`src/rtl/mem_port_arbiter.sv`:
```
// mem_port_arbiter: shares one memory port between instruction fetch and
// data load/store. Data accesses normally win; a small run counter lets
// fetch through after MAX_DATA_RUN consecutive data grants. One access is
// outstanding at a time, and read data returns to whichever side owns it.
module mem_port_arbiter #(
    parameter int ADDR_W       = 32,
    parameter int DATA_W       = 32,
    parameter int MAX_DATA_RUN = 3
) (
    input  logic                  clk,
    input  logic                  reset,
    // fetch requester
    input  logic                  if_req,
    input  logic [ADDR_W-1:0]     if_addr,
    output logic [DATA_W-1:0]     if_rdata,
    output logic                  if_valid,
    // data requester
    input  logic                  d_req,
    input  logic                  d_we,
    input  logic [ADDR_W-1:0]     d_addr,
    input  logic [DATA_W-1:0]     d_wdata,
    input  logic [DATA_W/8-1:0]   d_be,
    output logic [DATA_W-1:0]     d_rdata,
    output logic                  d_valid,
    // memory port
    output logic                  mem_req,
    output logic                  mem_we,
    output logic [ADDR_W-1:0]     mem_addr,
    output logic [DATA_W-1:0]     mem_wdata,
    output logic [DATA_W/8-1:0]   mem_be,
    input  logic                  mem_gnt,
    input  logic                  mem_rvalid,
    input  logic [DATA_W-1:0]     mem_rdata,
    // stall requests to hazard control
    output logic                  stall_if,
    output logic                  stall_d
);

    localparam int         BE_W    = DATA_W / 8;
    localparam logic [2:0] MAX_RUN = 3'(MAX_DATA_RUN);

    typedef enum logic [1:0] {
        IDLE = 2'd0,
        REQ  = 2'd1,
        RSP  = 2'd2
    } state_t;

    state_t              state_q;
    logic                owner_d_q;     // 1 = data side owns the access
    logic [2:0]          run_cnt_q;     // consecutive data grants while fetch waits
    logic                mem_req_q;
    logic                mem_we_q;
    logic [ADDR_W-1:0]   mem_addr_q;
    logic [DATA_W-1:0]   mem_wdata_q;
    logic [BE_W-1:0]     mem_be_q;
    logic                if_valid_q;
    logic                d_valid_q;
    logic [DATA_W-1:0]   if_rdata_q;
    logic [DATA_W-1:0]   d_rdata_q;

    // A requester whose completion pulse is showing is about to drop its
    // request, so it must not be re-arbitrated in that cycle.
    logic if_req_m;
    logic d_req_m;
    logic pick_d;
    logic [2:0] run_cnt_inc;

    assign if_req_m    = if_req & ~if_valid_q;
    assign d_req_m     = d_req & ~d_valid_q;
    assign pick_d      = d_req_m & ~(if_req_m & (run_cnt_q == MAX_RUN));
    assign run_cnt_inc = (run_cnt_q >= MAX_RUN) ? MAX_RUN : run_cnt_q + 3'd1;

    // Arbitration FSM with registered memory-port fields and completion pulses.
    always_ff @(posedge clk or posedge reset) begin
        if (reset) begin
            state_q     <= IDLE;
            owner_d_q   <= 1'b0;
            run_cnt_q   <= 3'd0;
            mem_req_q   <= 1'b0;
            mem_we_q    <= 1'b0;
            mem_addr_q  <= '0;
            mem_wdata_q <= '0;
            mem_be_q    <= '0;
            if_valid_q  <= 1'b0;
            d_valid_q   <= 1'b0;
            if_rdata_q  <= '0;
            d_rdata_q   <= '0;
        end else begin
            if_valid_q <= 1'b0;
            d_valid_q  <= 1'b0;
            case (state_q)
                IDLE: begin
                    if (if_req_m || d_req_m) begin
                        state_q   <= REQ;
                        mem_req_q <= 1'b1;
                        owner_d_q <= pick_d;
                        if (pick_d) begin
                            mem_we_q    <= d_we;
                            mem_addr_q  <= d_addr;
                            mem_wdata_q <= d_wdata;
                            mem_be_q    <= d_be;
                            run_cnt_q   <= if_req ? run_cnt_inc : 3'd0;
                        end else begin
                            // fetches are always full-word reads
                            mem_we_q   <= 1'b0;
                            mem_addr_q <= if_addr;
                            mem_be_q   <= '1;
                            run_cnt_q  <= 3'd0;
                        end
                    end else if (!if_req) begin
                        run_cnt_q <= 3'd0;
                    end
                end
                REQ: begin
                    if (mem_gnt) begin
                        mem_req_q <= 1'b0;
                        if (mem_we_q) begin
                            // stores complete on acceptance, no response phase
                            d_valid_q <= 1'b1;
                            state_q   <= IDLE;
                        end else begin
                            state_q <= RSP;
                        end
                    end
                end
                RSP: begin
                    if (mem_rvalid) begin
                        if (owner_d_q) begin
                            d_rdata_q <= mem_rdata;
                            d_valid_q <= 1'b1;
                        end else begin
                            if_rdata_q <= mem_rdata;
                            if_valid_q <= 1'b1;
                        end
                        state_q <= IDLE;
                    end
                end
                default: begin
                    state_q   <= IDLE;
                    mem_req_q <= 1'b0;
                end
            endcase
        end
    end

    assign mem_req   = mem_req_q;
    assign mem_we    = mem_we_q;
    assign mem_addr  = mem_addr_q;
    assign mem_wdata = mem_wdata_q;
    assign mem_be    = mem_be_q;
    assign if_valid  = if_valid_q;
    assign d_valid   = d_valid_q;
    assign if_rdata  = if_rdata_q;
    assign d_rdata   = d_rdata_q;
    assign stall_if  = if_req & ~if_valid_q;
    assign stall_d   = d_req & ~d_valid_q;

endmodule
```
`config.mk`:
```
export PLATFORM = sky130hd
export DESIGN_NAME = mem_port_arbiter
export DESIGN_NICKNAME = d
export VERILOG_FILES = /design/src/rtl/mem_port_arbiter.sv
export SDC_FILE = /design/constraint.sdc
export NUM_CORES = 1
export LEC_CHECK = 0
export CELL_PAD_IN_SITES_DETAIL_PLACEMENT = 1
export CELL_PAD_IN_SITES_GLOBAL_PLACEMENT = 1
export CORE_MARGIN = 2
export CORE_UTILIZATION = 29
export CTS_CLUSTER_DIAMETER = 100
export DETAILED_ROUTE_END_ITERATION = 16
export GPL_TIMING_DRIVEN = 0
export PLACE_DENSITY = 0.83
export SYNTH_ARGS = -nofsm -noshare
export SYNTH_HDL_FRONTEND = slang
export SYNTH_SLANG_ARGS = --single-unit
```
`constraint.sdc`:
```
create_clock -name clk -period 3.9 [get_ports clk]
set_input_delay 0.39 -clock clk [delete_from_list [all_inputs] [get_ports clk]]
set_output_delay 0.39 -clock clk [all_outputs]
set_load 0.005 [all_outputs]
```
==> results.yml <==
route:
  routed_wl_um: 20900
  ant_nets: 0
  drt-pass1-iter-count: 4
  viasPerCell: 4.93
  wire_per_inst_um: 20.0
  drt-initial-drc-count: 128
  drc: 0
  via_count: 5151
logic_synthesis:
  ys_ff_latch: 142
  yosysUniqueCellTypes: 34
  syn_nets: 603
  syn-cell-area_um2: 6230
  synth_top_cell_area_share: 0.570
  syn_inst: 458
  synth.avg_cell_area_um2: 13.6
  seq_area_frac_synth: 0.570
  netlist_top_cells_area: "dfrtp_1 57%, mux2_2 17%, and3b_1 4.6%, a221oi_1 4.5%, a2bb2oi_1 4.5%"
  synth_top_area_cell: "dfrtp_1"
  yosys_warnings: 0
placed_design:
  place_hpwl_um: 15500
  place_congestion: 0.812
  post-place-ws_ns: 1.37
  io_buffers: 276
  place_area_um2: 9400
cts:
  cts_buffers: 17
  cts_hold_buf: 0
  h-tree-depth: 4
  cts_tree: "built"
  cts_setup_buffers: 0
  cts.path.max_buffers: 2
  root_buffer: "clkbuf_16"
  clkTransAtPathRegs_ns: 0.07
  cts_sinks: 142
  cts-resized-gates: 0
  insertion_delay_ns: 0.42
worst_setup_path:
  worstRegToRegCells: 7
  endpoint_kind: "output port"
  r2r_start: "run_cnt_q[0]$_DFFE_PP0P_"
  max_stage_delay_ns: 0.56
  crit_chain: "nand2b_1 > buf_2 > buf_6 > inv_1 > clkdlybuf4s50_1"
  crit_arrival_ns: 2.14
  r2r_end: "mem_wdata[19]$_DFFE_PP0P_"
  worstSetupStartpointType: "register"
  cp_slowest_cell: "clkdlybuf4s50_1"
  critical_path_required_ns: 3.51
  ff2ff_setup_slack_ns: 1.53
  crit_fanout: 10
  crit_type: "register to output port"
timing:
  setup_tns_ns: 0
  hold_violations: 0
  fin_worst_skew_ns: 0.0134
  period_share: 0.650
  setup_slack_ns: 1.37
  relSlewSlack: 0.524
  max_freq_ghz: 0.395
  period_minus_slack_ns: 2.53
  rsz0062_at_grt: "false"
  tightest_slew_ns: 0.713
  final_max_slew_viol_count: 0
  setup_viol: 0
cells_and_area:
  regArea_um2: 3550
  post-route-util: 0.475
  syn2layout_area_growth_pct: 60.6
  drive_above_1_share: 0.192
  final_common_cell: "clkdlybuf4s50_1"
  layout_common_cells: "276 x clkdlybuf4s50_1, 142 x dfrtp_1, 93 x mux2_2"
  finalInstanceArea_um2: 10000
  nets: 901
  multi_input_area_um2: 2440
  antenna_cells: 0
  fillCellCount: 2215
power:
  clockPowerShare: 0.222
  netSwitchingPower_w: 0.00235
  intPower_w: 0.00529
  swShare: 0.308
  peakVddDrop_v: 0.000330
  powerDensity_nw_per_um2: 763
  p_comb_frac: 0.436
  p_seq_frac: 0.342
  p_leak_nw: 4.15
worst_hold_path:
  hold_path_class: "input pin to asynchronous set/reset pin"
die:
  core.rowCount: 53
  die_y_um: 151
  pin_count: 277
  die_area_um2: 22700
  coreArea_um2: 21100
  die_w_um: 151
  initial_core_util: 0.296
global_routing:
  grt.total_usage: 0.182
  grt_pass1_vias: 5676
  overflow: 0
  grt_max_degree: 42
  grt_pass1_wl_um: 31500
  antenna_found_initial: 0
run_status:
  status: "complete, no violations"
flow_run:
  cap_viol_max_count: 0
[metal layers]
layer	wire, um	global-route usage	part of all wire
met1	7980	0.203	0.38
met2	10300	0.311	0.49
met3	2230	0.0833	0.11
met4	331	0.0519	0.016
met5	0	0	0
[cell families after synthesis]
kind of cell | synth area share
flip-flops | 0.570
AO/OA/AOI/OAI | 0.141
adder cells (fa/ha/maj) | 0.0120
AND/OR/NAND/NOR | 0.0616
buffers and inverters | 0.0389
multiplexers | 0.177
[worst max-delay path by stage]
stage	start	endpoint	slack (ns)	depth (start not counted)
global route	d_valid$_DFF_PP0_	stall_d	1.26	5
global placement	reset	if_rdata[2]$_DFFE_PP0P_	0.35	2
floorplan	reset	d_rdata[0]$_DFFE_PP0P_	1.73	1
finish	d_valid$_DFF_PP0_	stall_d	1.37	5
detailed placement	d_req	stall_d	1.37	6
CTS	d_valid$_DFF_PP0_	stall_d	1.35	5
[cells in the mapped netlist, drive strengths merged]
library cell	count
a211o	1
a211oi	1
a21boi	1
a21o	1
a21oi	1
a221oi	32
a22o	1
a2bb2oi	32
a311oi	1
and3b	33
buf	15
clkbuf	25
dfrtp	142
ha	6
inv	10
mux2	97
mux2i	1
nand2	1
nand2b	3
nand3	3
nand3b	2
nor2	2
nor2b	2
nor3	1
o2111ai	1
o21ai	34
o22a	4
o2bb2ai	3
o32a	1
or2	1
[power groups by stage]
| stage | sequential (W) | clock [W] | combinational [W] |
|---|---|---|---|
| floorplan | 0.00262 | 0 | 0.00133 |
| global route | 0.00270 | 0.00181 | 0.00358 |
| detailed placement | 0.00264 | 0 | 0.00334 |
| finish | 0.00261 | 0.00170 | 0.00333 |
| global placement | 0.00259 | 0 | 0.00325 |
| CTS | 0.00262 | 0.00176 | 0.00338 |
[cell type report]
cell class	instances	area share
clock inverters	14	0.0166
clock buffers	18	0.0439
multi-input cells	266	0.244
well taps	275	0.0344
inverters	10	0.00413
plain buffers	40	0.0205
repair buffers	279	0.282
flip-flops and latches	142	0.355
[worst max-delay path, delay by kind of cell, from the launching register on]
family	cells	cell delay, ns
AND/OR/NAND/NOR	1	0.19
buffers and inverters	4	1.04
flip-flops	1	0.49
[sequential cells by signal, summed over array words and instances, names as in the netlist]
signal,cells
d_rdata,32
d_valid,1
if_rdata,32
if_valid,1
mem_addr,32
mem_be,4
mem_req,1
mem_wdata,32
mem_we,1
owner_d_q,1
run_cnt_q,3
state_q,2
[per-stage QoR]
stage                     total power [W]  instances  hold WS (ns)
after global routing              0.00809       1044         0.460
final                             0.00764       1044         0.443
after global placement            0.00584       1009         0.467
after CTS                         0.00776       1044         0.448
after detailed placement          0.00598       1012         0.478
after floorplan                   0.00395        458         0.463
Note: power is estimated with default switching activity, not from simulation.
